**src/rtl/sdram_bist.sv**
```systemverilog
// sdram_bist: write-then-read-back self-test master for the SDRAM controller bus side.
// Define SDRAM_BIST_INVERT_PASS_EN to add a second write+read pass using inverted pattern data.
module sdram_bist #(
    parameter logic [22:0] START_ADDR = 23'd0,
    parameter logic [22:0] END_ADDR   = 23'd1023,
    parameter int          TIMEOUT    = 255
) (
    input  logic        clk,
    input  logic        rst_n,
    input  logic        start,
    input  logic [1:0]  pattern,
    output logic [22:0] addrin,
    output logic        wrreq,
    output logic        rereq,
    output logic [15:0] datain,
    input  logic [15:0] dataout,
    input  logic        rwdone_w,
    input  logic        rw_busy,
    input  logic        rw_wait,
    output logic        busy,
    output logic        done,
    output logic        pass,
    output logic        fail,
    output logic        timeout,
    output logic [15:0] err_count,
    output logic [22:0] first_err_addr,
    output logic [15:0] first_err_exp,
    output logic [15:0] first_err_got
);

    typedef enum logic [2:0] {
        S_IDLE, S_W_ISSUE, S_W_HOLD, S_W_REL, S_R_ISSUE, S_R_HOLD, S_R_REL, S_DONE
    } state_t;

`ifdef SDRAM_BIST_INVERT_PASS_EN
    localparam bit INV_EN = 1'b1;
`else
    localparam bit INV_EN = 1'b0;
`endif

    localparam int             TW        = (TIMEOUT < 2) ? 1 : $clog2(TIMEOUT);
    localparam logic [TW-1:0]  TMO_LAST  = TW'(TIMEOUT - 1);
    localparam logic [15:0]    LFSR_SEED = 16'hACE1;

    function automatic logic [15:0] lfsr_step(input logic [15:0] s);
        return {s[0] ^ s[2] ^ s[3] ^ s[5], s[15:1]};
    endfunction

    function automatic logic [15:0] pat_val(input logic [1:0] sel, input logic [15:0] a,
                                            input logic [15:0] lfsr, input logic inv);
        logic [15:0] v;
        case (sel)
            2'd0:    v = a;
            2'd1:    v = a[0] ? 16'hAAAA : 16'h5555;
            2'd2:    v = lfsr;
            default: v = 16'hFFFF;
        endcase
        return inv ? ~v : v;
    endfunction

    state_t        state_q, state_d;
    logic [22:0]   addr_q, addr_d;
    logic [1:0]    pat_q, pat_d;
    logic [15:0]   lfsr_q, lfsr_d;
    logic          inv_q, inv_d;
    logic          armed_q, armed_d;
    logic [TW-1:0] tmo_q, tmo_d;
    logic          wrreq_q, wrreq_d, rereq_q, rereq_d;
    logic [22:0]   addrin_q, addrin_d;
    logic [15:0]   datain_q, datain_d;
    logic          busy_q, busy_d, done_q, done_d, pass_q, pass_d, fail_q, fail_d;
    logic          timeout_q, timeout_d;
    logic [15:0]   err_q, err_d;
    logic [22:0]   fe_addr_q, fe_addr_d;
    logic [15:0]   fe_exp_q, fe_exp_d, fe_got_q, fe_got_d;
    logic [15:0]   cur_pat;
    logic          unused_rw_wait;

    assign unused_rw_wait = rw_wait;
    assign cur_pat = pat_val(pat_q, addr_q[15:0], lfsr_q, inv_q);

    always_comb begin
        state_d   = state_q;
        addr_d    = addr_q;
        pat_d     = pat_q;
        lfsr_d    = lfsr_q;
        inv_d     = inv_q;
        armed_d   = armed_q;
        tmo_d     = tmo_q;
        wrreq_d   = wrreq_q;
        rereq_d   = rereq_q;
        addrin_d  = addrin_q;
        datain_d  = datain_q;
        busy_d    = busy_q;
        done_d    = done_q;
        pass_d    = pass_q;
        fail_d    = fail_q;
        timeout_d = timeout_q;
        err_d     = err_q;
        fe_addr_d = fe_addr_q;
        fe_exp_d  = fe_exp_q;
        fe_got_d  = fe_got_q;

        case (state_q)
            S_IDLE, S_DONE: begin
                if (start) begin
                    state_d   = S_W_ISSUE;
                    pat_d     = pattern;
                    addr_d    = START_ADDR;
                    lfsr_d    = LFSR_SEED;
                    inv_d     = 1'b0;
                    armed_d   = 1'b1;
                    err_d     = '0;
                    timeout_d = 1'b0;
                    done_d    = 1'b0;
                    pass_d    = 1'b0;
                    fail_d    = 1'b0;
                    busy_d    = 1'b1;
                end
            end
            S_W_ISSUE: begin
                if (!rw_busy) begin
                    wrreq_d  = 1'b1;
                    addrin_d = addr_q;
                    datain_d = cur_pat;
                    tmo_d    = '0;
                    state_d  = S_W_HOLD;
                end
            end
            S_W_HOLD, S_R_HOLD: begin
                if (rwdone_w) begin
                    wrreq_d = 1'b0;
                    rereq_d = 1'b0;
                    state_d = (state_q == S_W_HOLD) ? S_W_REL : S_R_REL;
                    if (state_q == S_R_HOLD && dataout != cur_pat) begin
                        if (err_q != 16'hFFFF) err_d = err_q + 16'd1;
                        if (armed_q) begin
                            armed_d   = 1'b0;
                            fe_addr_d = addr_q;
                            fe_exp_d  = cur_pat;
                            fe_got_d  = dataout;
                        end
                    end
                end else if (tmo_q == TMO_LAST) begin
                    // Controller never answered: abandon the test as failed.
                    wrreq_d   = 1'b0;
                    rereq_d   = 1'b0;
                    timeout_d = 1'b1;
                    done_d    = 1'b1;
                    busy_d    = 1'b0;
                    pass_d    = 1'b0;
                    fail_d    = 1'b1;
                    state_d   = S_DONE;
                end else begin
                    tmo_d = tmo_q + TW'(1);
                end
            end
            S_W_REL: begin
                if (!rw_busy) begin
                    if (addr_q == END_ADDR) begin
                        addr_d  = START_ADDR;
                        lfsr_d  = LFSR_SEED;
                        state_d = S_R_ISSUE;
                    end else begin
                        addr_d  = addr_q + 23'd1;
                        lfsr_d  = lfsr_step(lfsr_q);
                        state_d = S_W_ISSUE;
                    end
                end
            end
            S_R_ISSUE: begin
                if (!rw_busy) begin
                    rereq_d  = 1'b1;
                    addrin_d = addr_q;
                    tmo_d    = '0;
                    state_d  = S_R_HOLD;
                end
            end
            S_R_REL: begin
                if (!rw_busy) begin
                    if (addr_q != END_ADDR) begin
                        addr_d  = addr_q + 23'd1;
                        lfsr_d  = lfsr_step(lfsr_q);
                        state_d = S_R_ISSUE;
                    end else if (INV_EN && !inv_q) begin
                        inv_d   = 1'b1;
                        addr_d  = START_ADDR;
                        lfsr_d  = LFSR_SEED;
                        state_d = S_W_ISSUE;
                    end else begin
                        done_d  = 1'b1;
                        busy_d  = 1'b0;
                        pass_d  = (err_q == 16'd0) && !timeout_q;
                        fail_d  = !((err_q == 16'd0) && !timeout_q);
                        state_d = S_DONE;
                    end
                end
            end
            default: state_d = S_IDLE;
        endcase
    end

    always_ff @(posedge clk) begin
        if (!rst_n) begin
            state_q   <= S_IDLE;
            addr_q    <= '0;
            pat_q     <= '0;
            lfsr_q    <= LFSR_SEED;
            inv_q     <= 1'b0;
            armed_q   <= 1'b1;
            tmo_q     <= '0;
            wrreq_q   <= 1'b0;
            rereq_q   <= 1'b0;
            addrin_q  <= '0;
            datain_q  <= '0;
            busy_q    <= 1'b0;
            done_q    <= 1'b0;
            pass_q    <= 1'b0;
            fail_q    <= 1'b0;
            timeout_q <= 1'b0;
            err_q     <= '0;
            fe_addr_q <= '0;
            fe_exp_q  <= '0;
            fe_got_q  <= '0;
        end else begin
            state_q   <= state_d;
            addr_q    <= addr_d;
            pat_q     <= pat_d;
            lfsr_q    <= lfsr_d;
            inv_q     <= inv_d;
            armed_q   <= armed_d;
            tmo_q     <= tmo_d;
            wrreq_q   <= wrreq_d;
            rereq_q   <= rereq_d;
            addrin_q  <= addrin_d;
            datain_q  <= datain_d;
            busy_q    <= busy_d;
            done_q    <= done_d;
            pass_q    <= pass_d;
            fail_q    <= fail_d;
            timeout_q <= timeout_d;
            err_q     <= err_d;
            fe_addr_q <= fe_addr_d;
            fe_exp_q  <= fe_exp_d;
            fe_got_q  <= fe_got_d;
        end
    end

    assign addrin         = addrin_q;
    assign wrreq          = wrreq_q;
    assign rereq          = rereq_q;
    assign datain         = datain_q;
    assign busy           = busy_q;
    assign done           = done_q;
    assign pass           = pass_q;
    assign fail           = fail_q;
    assign timeout        = timeout_q;
    assign err_count      = err_q;
    assign first_err_addr = fe_addr_q;
    assign first_err_exp  = fe_exp_q;
    assign first_err_got  = fe_got_q;

endmodule

```
**config.mk**
```make
export PLATFORM = sky130hd
export DESIGN_NAME = sdram_bist
export DESIGN_NICKNAME = d
export VERILOG_FILES = /design/src/rtl/sdram_bist.sv
export SDC_FILE = /design/constraint.sdc
export NUM_CORES = 1
export LEC_CHECK = 0
export ABC_CLOCK_PERIOD_IN_PS = 4690
export CORE_MARGIN = 8
export CORE_UTILIZATION = 50
export DETAILED_ROUTE_END_ITERATION = 8
export PLACE_DENSITY = 0.83
export SLEW_MARGIN = 15
export SYNTH_ARGS = -nofsm -noshare
export SYNTH_HDL_FRONTEND = slang
export SYNTH_SLANG_ARGS = --single-unit
export TNS_END_PERCENT = 100
```
**constraint.sdc**
```tcl
create_clock -name clk -period 4.69 [get_ports clk]
set_input_delay 0.469 -clock clk [delete_from_list [all_inputs] [get_ports clk]]
set_output_delay 0.469 -clock clk [all_outputs]
set_load 0.005 [all_outputs]
```
**Word-level counts from Yosys, hierarchy flattened**

Cells that the tools add are included.

- Bits in registers: 170
- Bits of input ports: 24
- Word-level logic and storage cells: 144
- ROM bits: 0
- RAM bits: 0
- Memories kept: 0
- Latch bits: 0
- Output and inout bits: 117

- Equal/unequal tests: 29
- Multipliers: 0
- Bitwise operators: 4
- $lt $le $gt $ge: 0
- Muxes and demuxes: 60
- Divide/modulo/power cells: 0
- Shift-type cells: 0
- Add/subtract/negate cells: 3
- Reduce and logical (&&, ||, !) cells: 29

Operators with widths:

| cell | number |
|---|---|
| 16-bit 2-to-1 mux | 10 |
| 23-bit 2-to-1 mux | 5 |
| 16-bit one-hot mux with 3 select lines | 2 |
| 23-bit one-hot mux with 3 select lines | 1 |
| 16-bit one-hot mux with 2 select lines | 1 |
| 2-bit != test (second input constant) | 14 |
| 3-bit 2-to-1 mux | 9 |
| 8-bit 2-to-1 mux | 3 |
| 23-bit by 1-bit adder with 23-bit output (second input constant) | 1 |
| 23-bit by 10-bit equality test with 1-bit output (second input constant) | 1 |
| 23-bit by 10-bit != test with 1-bit output (second input constant) | 1 |
| 1-bit 2-to-1 mux | 18 |
| 3-bit one-hot mux with 6 select lines | 1 |
| 16-bit by 1-bit adder with 16-bit output (second input constant) | 1 |
| 16-bit zero test | 1 |
| 16-bit != test | 1 |
| 16-bit != test (second input constant) | 1 |
| 8-bit one-hot mux with 2 select lines | 1 |
| 4-bit AND reduction | 4 |
| 3-bit equality test (second input constant) | 4 |
| 1-bit one-hot mux with 3 select lines | 4 |
| 6-bit AND reduction | 2 |
| 5-bit AND reduction | 2 |
| 8-bit by 1-bit adder with 8-bit output (second input constant) | 1 |
| other kinds (19) | 36 |

**Depth between registers and ports, before layout**

Gate-level depths: netlist of run 1.

- Depth after elaboration: 7
- Mapped depth: 12
- Depth with buffers taken out: 10

**Least setup slack after synthesis of run 1**

OpenSTA, ideal clock, no wires.

- Kind: input to register
- Start point: input port dataout[5]
- End point: register err_q[14], in the netlist err_count[14]
- Path slack: 2179 ps
- Required time: 4571 ps
- Stages: 8
- Library setup time: 119 ps
- Arrival time: 2392 ps
- Path buffers: 1
- Cells stage by stage: buf_2 > or3_1 > a311o_1 > a2111oi_2 > nand2_1 > o21ai_4 > nor2_1 > o221a_2

- Cells in the longest elaborated chain, start to end: 4

Ends and longest elaborated chain:

| item | line | source |
|---|---|---|
| start: declaration | 16 | `input logic [15:0] dataout,` |
| 16-bit != test | 135 | `if (state_q == S_R_HOLD && dataout != cur_pat) begin` |
| 1-bit logical AND | 135 |  |
| 2-bit != test (no source line) | n/a |  |
| 5-bit AND reduction (no source line) | n/a |  |
| end signal: assignment | 242 | `err_q <= err_d;` |
| end: declaration | 73 | `logic [15:0] err_q, err_d;` |

No other way between the ends.
A chain may end at the register's enable or synchronous reset.

**Worst setup path in the final report of run 1**

- Start point: register pat_q[0]
- End point: register fe_exp_q[11], in the netlist first_err_exp[11]

- Cells in the longest elaborated chain, start to end: 5
- Elaborated cells between the ends (all ways): 7
- Classes of those cells: eq/ne: 3; mux: 1; reduce/logical: 3

Ends and longest elaborated chain:

| item | line | source |
|---|---|---|
| start: declaration | 63 | `logic [1:0] pat_q, pat_d;` |
| start signal: assignment | 228 | `pat_q <= pat_d;` |
| 2-bit equality test, or another cell as far along | 52 | `case (sel)` |
| 16-bit one-hot mux with 3 select lines * | 52 |  |
| 16-bit != test | 135 |  |
| 1-bit logical AND | 135 |  |
| 4-bit AND reduction (no source line) | n/a |  |
| end signal: assignment | 244 | `fe_exp_q <= fe_exp_d;` |
| end: declaration | 75 | `logic [15:0] fe_exp_q, fe_exp_d, fe_got_q, fe_got_d;` |

Mark *: on every way between the ends. The rest lies on a longest branch, timed or not.

==> results of run 1 <==
-- placed cells by master (no fill, tap or decap), types with 7 or more instances in the layout --
master           synthesis  layout
dfxtp_1                170     170
nand3_1                 83      83
and3_1                  13      13
nand2_1                168     168
nor2_1                  85      85
or3_1                    8       8
clkbuf_16                0      17
clkdlybuf4s50_1          0     138
nor4_1                   7       7
o31ai_1                 15      15
xnor2_1                 13      13
buf_4                    8      14
inv_1                   20      20
o21ai_1                 52      52
o211ai_1                 8       8
a21oi_1                 68      68
nor3_1                  27      27
xor2_1                  27      27
o21ai_0                 56      56
mux2i_1                 11      11
nand4_1                 14      14
-- layout make-up --
type / count / share of cell area, %
multi-input combinational: 751 / 41.3
sequential: 170 / 34.1
timing repair buffer: 155 / 15.5
clock buffer: 23 / 4.89
tap: 216 / 2.71
inverter: 22 / 0.828
clock inverter: 9 / 0.627
-- logic make-up after synthesis --
logic type,count (synthesis)
fa+ha+maj,5
simple gates,432
compound gates,262
xor+xnor,40
mux,12
buf+inv,106
flops,170
-- sequential cells by signal, summed over array words and instances (netlist names), 2 cells and up --
name,count
addr_q,23
addrin,23
first_err_addr,23
datain,16
err_count,16
first_err_exp,16
first_err_got,16
lfsr_q,16
tmo_q,8
state_q,3
pat_q,2
-- layer usage --
metal  vias to the layer above  share of wire (%)  global-route usage [%]
met2                       336                 46                    36.3
met3                        44                8.0                    5.27
met5                         -                  0                       0
met1                      3680                 44                    29.2
li1                       3775                  -                       -
met4                         0                2.0                    9.12
-- through the flow --
step	total power [mW]	cell area (sq um)	hold WS [ps]	setup slack, ps	util (%)
global route	4.07	9980	469	463	63.3
global placement	2.57	9430	442	941	59.8
floorplan	2.31	7990	446	2180	-
CTS	3.90	9980	456	893	63.3
detailed placement	2.59	9430	448	873	59.8
finish	3.90	9980	453	816	63.3
-- where the power goes --
part	internal [mW]	switching (mW)	total (mW)
Combinational	0.333	0.583	0.916
Clock	0.735	0.582	1.32
Sequential	1.52	0.148	1.67
Total	2.59	1.31	3.90
-- final timing paths --
| path | from | to | slack (ps) | cells after the start |
|---|---|---|---|---|
| worst max-delay path | pat_q[0] | first_err_exp[11] | 820 | 10 |
| worst min-delay path | datain[14] | datain[14] | 450 | 2 |
| worst max register to register | pat_q[0] | first_err_exp[11] | 820 | 10 |
| worst min register to register | datain[14] | datain[14] | 450 | 2 |
-- tightest hold or removal path: cells and delay by family, from the launching register on --
kind | cells | cell delay [ps]
flip-flops | 1 | 310
AND/OR/NAND/NOR | 1 | 50
AO/OA/AOI/OAI | 1 | 50
==> results by group, run 1 <==
Logic synthesis
  • Share of the yosys chip area belonging to registers: a little over two fifths
  • Area share of the largest cell type after synthesis: between 40% and 50%
  • Cell with the most instances after synthesis: dfxtp_1
  • Number of synthesized flops with an enable pin: 0
  • Top post-synthesis cells by count: dfxtp_1 (170), nand2_1 (168), nor2_1 (85)
  • Post-synthesis cell type count: between 60 and 70
  • Ys async rst share: 0%
  • Combinational family with the most area after synthesis: simple AND/OR/NAND/NOR gates
  • Proportion of synthesized area in mux cells: between 1.5 and 2%
  • Synth Area in Simple Gates: between 20% and 30%
  • Avg Inst Size Synth: 7.78 sq um
  • Mapped Area: approximately 8000 sq um
  • Adder-cell share of the synthesized area: 0.783%
  • Leading post-synthesis cells by cell area: dfxtp_1 (43%), nand2_1 (7.9%), nand3_1 (5.2%)
  • Synth Flop Type: dfxtp_1
  • Post-synthesis sequential element count: 170
  • Synth Warn #: 0
  • Cell type with the highest aggregate area in the netlist: dfxtp_1
  • Post-Synthesis Cells: about 1,000
  • Post-Synth XOR/XNOR Area: 4.39%
  • Syn nets: 1,056
  • Complex-gate fraction of the synthesized area: roughly a fifth

Setup path
  • Category of the critical setup timing path: register to register
  • Worst Setup End Kind: register
  • Cells traversed along the worst timing path: buf_4 > o21ai_0 > o311ai_0 > nand4_1 > a2111oi_2 > inv_2 > o211ai_4 > buf_4 > nand3_1 > o21ai_1
  • Buffers plus inverters on the worst setup path: 3
  • Crit path top cell by count: buf_4
  • Crit-path max FO: 32
  • Kind of cell adding the most delay to the critical path: compound AO/OA/AOI/OAI gates
  • Peak per-stage delay on the critical path: between 900 and 1000 ps
  • Critical path data arrival time: between 4000 and 5000 ps
  • Startpoint class of the critical path: register
  • Cell at the slowest stage of the critical path: dfxtp_1
  • Data required, critical path: between 5000 and 6000 ps

STA
  • Clock period minus worst slack: a little under 4000 ps
  • Relative slew margins: between 30 and 40%
  • Total Neg Setup Slack: 0 ps
  • Final cycle utilization of the critical path: 82.6%
  • Total count of hold-check failures in the final report: 0
  • Max Clock Skew: approximately 12 ps
  • Number of failing setup endpoints in the final timing report: 0
  • Transition time at the pin with the least slew margin: between 1000 and 1500 ps
  • Setup repair after global routing missed its margin: no
  • Slew Viols, Final: 0
  • Maximum achievable frequency: 258 MHz

Job
  • MaxCap Viol Count: 0

Layout
  • Count of fill cells added during filler insertion: approximately 1,400
  • Number of diodes: 0
  • Final Net Count: ~1,100
  • Layout overhead on the synthesized area: 24.9%
  • Register area: 3400 sq um
  • Area of combinational cells with multiple inputs: between 4000 and 5000 sq um
  • Fraction of layout instances using a drive strength above 1: 5.31%
  • Post-Layout Cell Count: between 1,000 and 1,500

Route
  • Routed wire length per instance: 17.5 um
  • WL final: between 20,000 and 25,000 um
  • Via density per instance: between 5 and 6
  • Total via count after detailed routing: approximately 8,000
  • # DRC: 0
  • First drt pass iteration count: 5
  • Final ANT Viol Nets: 0
  • DRC violation total after the first TritonRoute iteration: approximately 770

Clock tree
  • Clock Latency Late Sink: about 430 ps
  • Cts bufs inserted: 17
  • Level count of the clock H-tree: 4
  • Clock tree from TritonCTS: yes
  • Total of hold buffers inserted after clock tree synthesis: 0
  • Total number of clock tree sinks: 170
  • Clock tree root buffer cell: clkbuf_16
  • Post-CTS setup buffers: 0
  • Clock edge transition at the registers on the reported setup and hold paths: approximately 60 ps
  • Maximum buffer depth of the clock tree: 2
  • Post-cts resize count: 0

Floorplan
  • Number of cell rows: between 40 and 50
  • Placeable core region: 15,800 sq um
  • Io pins: around 140
  • Effective utilization at floorplan: between 50% and 60%
  • Overall die width: 142 um
  • Die Y-Extent: about 140 um
  • Die ar.: a little over 20,000 sq um

Power and ir drop
  • Worst supply voltage drop on vdd: ~0.28 mV
  • Power per unit of standard cell area: approximately 400 nW/um^2
  • LEAKAGE: between 3 and 4 nW

GRT
  • Vias in the first global route: 7,002
  • First-pass GRT wire length: around 37,000 um
  • Total global routing overflow: 0
  • Largest net degree at the start of global routing: 74
  • Number of antenna violations at the first check in global routing: 0
  • All-layer global routing usage: a little under a quarter

Run status
  • Outcome: complete, no violations

Placed design
  • Placed instance count: approximately 1,300
  • Count of port buffers added during placement: between 100 and 150
  • Total half-perimeter wirelength after legalization and detailed placement: about 17,000 um
  • Final GP Congestion: approximately 0.95

Hold path
  • Type of the tightest min-delay check: register to register
(Power assumes the default switching activity.)
==> run 2: changes to the inputs <==
--- a/config.mk
+++ b/config.mk
@@ -5,11 +5,11 @@
 export SDC_FILE = /design/constraint.sdc
 export NUM_CORES = 1
 export LEC_CHECK = 0
-export ABC_CLOCK_PERIOD_IN_PS = 4690
+export ABC_CLOCK_PERIOD_IN_PS = 3200
 export CORE_MARGIN = 8
-export CORE_UTILIZATION = 50
+export CORE_UTILIZATION = 48
 export DETAILED_ROUTE_END_ITERATION = 8
-export PLACE_DENSITY = 0.83
+export PLACE_DENSITY = 0.84
 export SLEW_MARGIN = 15
 export SYNTH_ARGS = -nofsm -noshare
 export SYNTH_HDL_FRONTEND = slang
==> constraint.sdc (replaced) <==
create_clock -name clk -period 3.2 [get_ports clk]
set_input_delay 0.32 -clock clk [delete_from_list [all_inputs] [get_ports clk]]
set_output_delay 0.32 -clock clk [all_outputs]
set_load 0.005 [all_outputs]
==> run 2 against run 1 <==
Against the previous run:
- clock skew decreased by 5.1 ps
- register-to-register slack got worse by 610 ps
- fmax increased by 29%
- largest power group unchanged
- highest routed layer unchanged
==> results by group, run 2 (same netlist as run 1, synthesis figures left out) <==
STA
  • Transition time at the pin with the least slew margin: 1110 ps (+113 ps)
  • Clock period minus worst slack: 2990 ps (-882 ps)
  • Final cycle utilization of the critical path: 93.5% (+11 points)
  • Total Neg Setup Slack: 0 ps (unchanged)
  • Slew Viols, Final: 0 (unchanged)
  • Total count of hold-check failures in the final report: 0 (unchanged)
  • Setup repair after global routing missed its margin: no
  • Maximum achievable frequency: 334 MHz (+29%)
  • Relative slew margins: 25.5% (-7.8 points)
  • Number of failing setup endpoints in the final timing report: 0 (unchanged)
  • Setup ws final: 208 ps (-608 ps)
  • Max Clock Skew: 7.18 ps (-5.12 ps)

Layout
  • Area of combinational cells with multiple inputs: 4130 sq um (+0.12%)
  • Layout overhead on the synthesized area: 27.3%
  • Commonest non-fill, non-tap cells in the layout: dfxtp_1 (170), nand2_1 (168), clkdlybuf4s50_1 (138)
  • Final Net Count: 1,165 (+1.7%)
  • Most common cell after layout, fill and taps aside: dfxtp_1
  • Post-Layout Cell Count: 1,368 (+1.6%)
  • Fraction of layout instances using a drive strength above 1: 6.88% (+1.6 points)
  • Number of diodes: 0 (unchanged)
  • Count of fill cells added during filler insertion: 1,380 (-0.50%)
  • Register area: 3400 sq um (unchanged)

Floorplan
  • Die Y-Extent: 145 um (+1.8%)
  • Die ar.: 21,000 sq um (+3.7%)
  • Io pins: 141 (unchanged)
  • Overall die width: 145 um (+1.8%)
  • Effective utilization at floorplan: 48.7% (-2.0 points)
  • Number of cell rows: 47 (+2.2%)
  • Placeable core region: 16,400 sq um (+4.0%)

Placed design
  • Final GP Congestion: 0.926 (-2.6%)
  • Count of port buffers added during placement: 139 (unchanged)
  • Setup slack at placement: 159 ps (-715 ps)
  • Total half-perimeter wirelength after legalization and detailed placement: 17,100 um (+2.6%)
  • Placed instance count: 1,337 (+1.8%)

Route
  • DRC violation total after the first TritonRoute iteration: 746 (-2.5%)
  • Via density per instance: 5.75 (-1.2%)
  • First drt pass iteration count: 5 (unchanged)
  • Routed wire length per instance: 17.4 um (-0.88%)
  • WL final: 23,800 um (+0.74%)
  • Final ANT Viol Nets: 0 (unchanged)
  • Total via count after detailed routing: 7,864 (+0.37%)
  • # DRC: 0 (unchanged)

Setup path
  • Data required, critical path: 3530 ps (-1520 ps)
  • Crit-path max FO: 76 (+140%)
  • Category of the critical setup timing path: register to register
  • Worst Setup End Kind: register
  • Critical path data arrival time: 3330 ps (-900 ps)
  • Startpoint class of the critical path: register

GRT
  • All-layer global routing usage: 21.8% (-0.95 points)
  • Largest net degree at the start of global routing: 77 (+4.1%)
  • Total global routing overflow: 0 (unchanged)
  • Number of antenna violations at the first check in global routing: 0 (unchanged)
  • First-pass GRT wire length: 38,100 um (+3.3%)
  • Vias in the first global route: 7,271 (+3.8%)

Clock tree
  • Cts bufs inserted: 17 (unchanged)
  • Clock edge transition at the registers on the reported setup and hold paths: 60 ps (about the same)
  • Total number of clock tree sinks: 170 (unchanged)
  • Clock tree from TritonCTS: yes
  • Total of hold buffers inserted after clock tree synthesis: 0 (unchanged)
  • Clock Latency Late Sink: 430 ps (about the same)
  • Clock tree root buffer cell: clkbuf_16
  • Post-CTS setup buffers: 0 (unchanged)
  • Level count of the clock H-tree: 4 (unchanged)
  • Maximum buffer depth of the clock tree: 2 (unchanged)

Job
  • MaxCap Viol Count: 0 (unchanged)

Power and ir drop
  • Worst supply voltage drop on vdd: 0.415 mV (+47%)
  • Power per unit of standard cell area: 581 nW/um^2 (+49%)
  • LEAKAGE: 3.39 nW (+3.2%)

Hold path
  • Type of the tightest min-delay check: input pin to register

Run status
  • Outcome: complete, no violations
[run 2: area by class of cell]
class                      instances  area share (%)
sequential                       170            33.5
inverter                          22           0.812
tap                              220            2.71
multi-input combinational        751            40.6
timing repair buffer             174            16.6
clock buffer                      22            4.66
clock inverter                     9            1.13
[run 2: path summary, 6_finish.rpt]
check                                          end                from  slack [ps]  cells after the start
worst min-delay path                       timeout               rst_n         380                      3
worst max-delay path              first_err_got[4]            pat_q[1]         210                      9
worst min register to register  first_err_addr[22]  first_err_addr[22]         450                      2
worst max register to register    first_err_got[4]            pat_q[1]         210                      9
[run 2: routing by layer]
layer | up-vias | track usage, % | wire length [um]
li1 | 3821 | - | -
met1 | 3643 | 28.0 | 10300
met2 | 353 | 34.4 | 10900
met3 | 47 | 5.57 | 2000
met4 | 0 | 8.57 | 549
met5 | - | 0 | 0
[run 2: power by group]
group          total (mW)  internal [mW]  leakage, nW  switching, mW
clock network        2.05           1.21        0.283          0.834
logic                1.45          0.562         1.73          0.887
registers            2.41           2.23         1.37          0.182
total                5.91           4.00         3.39           1.90
[run 2: stage by stage]
| step | hold WS, ps | area, sq um | power [mW] | utilization, % |
|---|---|---|---|---|
| finish | 384 | 10200 | 5.91 | 62.0 |
| global route | 431 | 10200 | 6.17 | 62.0 |
| CTS | 377 | 10200 | 5.91 | 62.0 |
| detailed placement | 447 | 9580 | 3.88 | 58.4 |
| global placement | 442 | 9580 | 3.86 | 58.4 |
| floorplan | 446 | 7990 | 3.39 | - |
[run 2: worst max-delay path: stages, from the launching register on]
cell and delay, ps:
dfxtp_1 470, buf_4 280, o31ai_2 460, o22ai_1 210, nor4_2 320, o221ai_2 270
o211ai_4 320, buf_12 320, nand3_1 120, o31ai_1 110
[run 2: repair_timing]
item                                    in CTS  in global routing
gates resized for setup                      0                  1
endpoints found under the hold margin        0                  0
endpoints found under the setup margin       0                  3
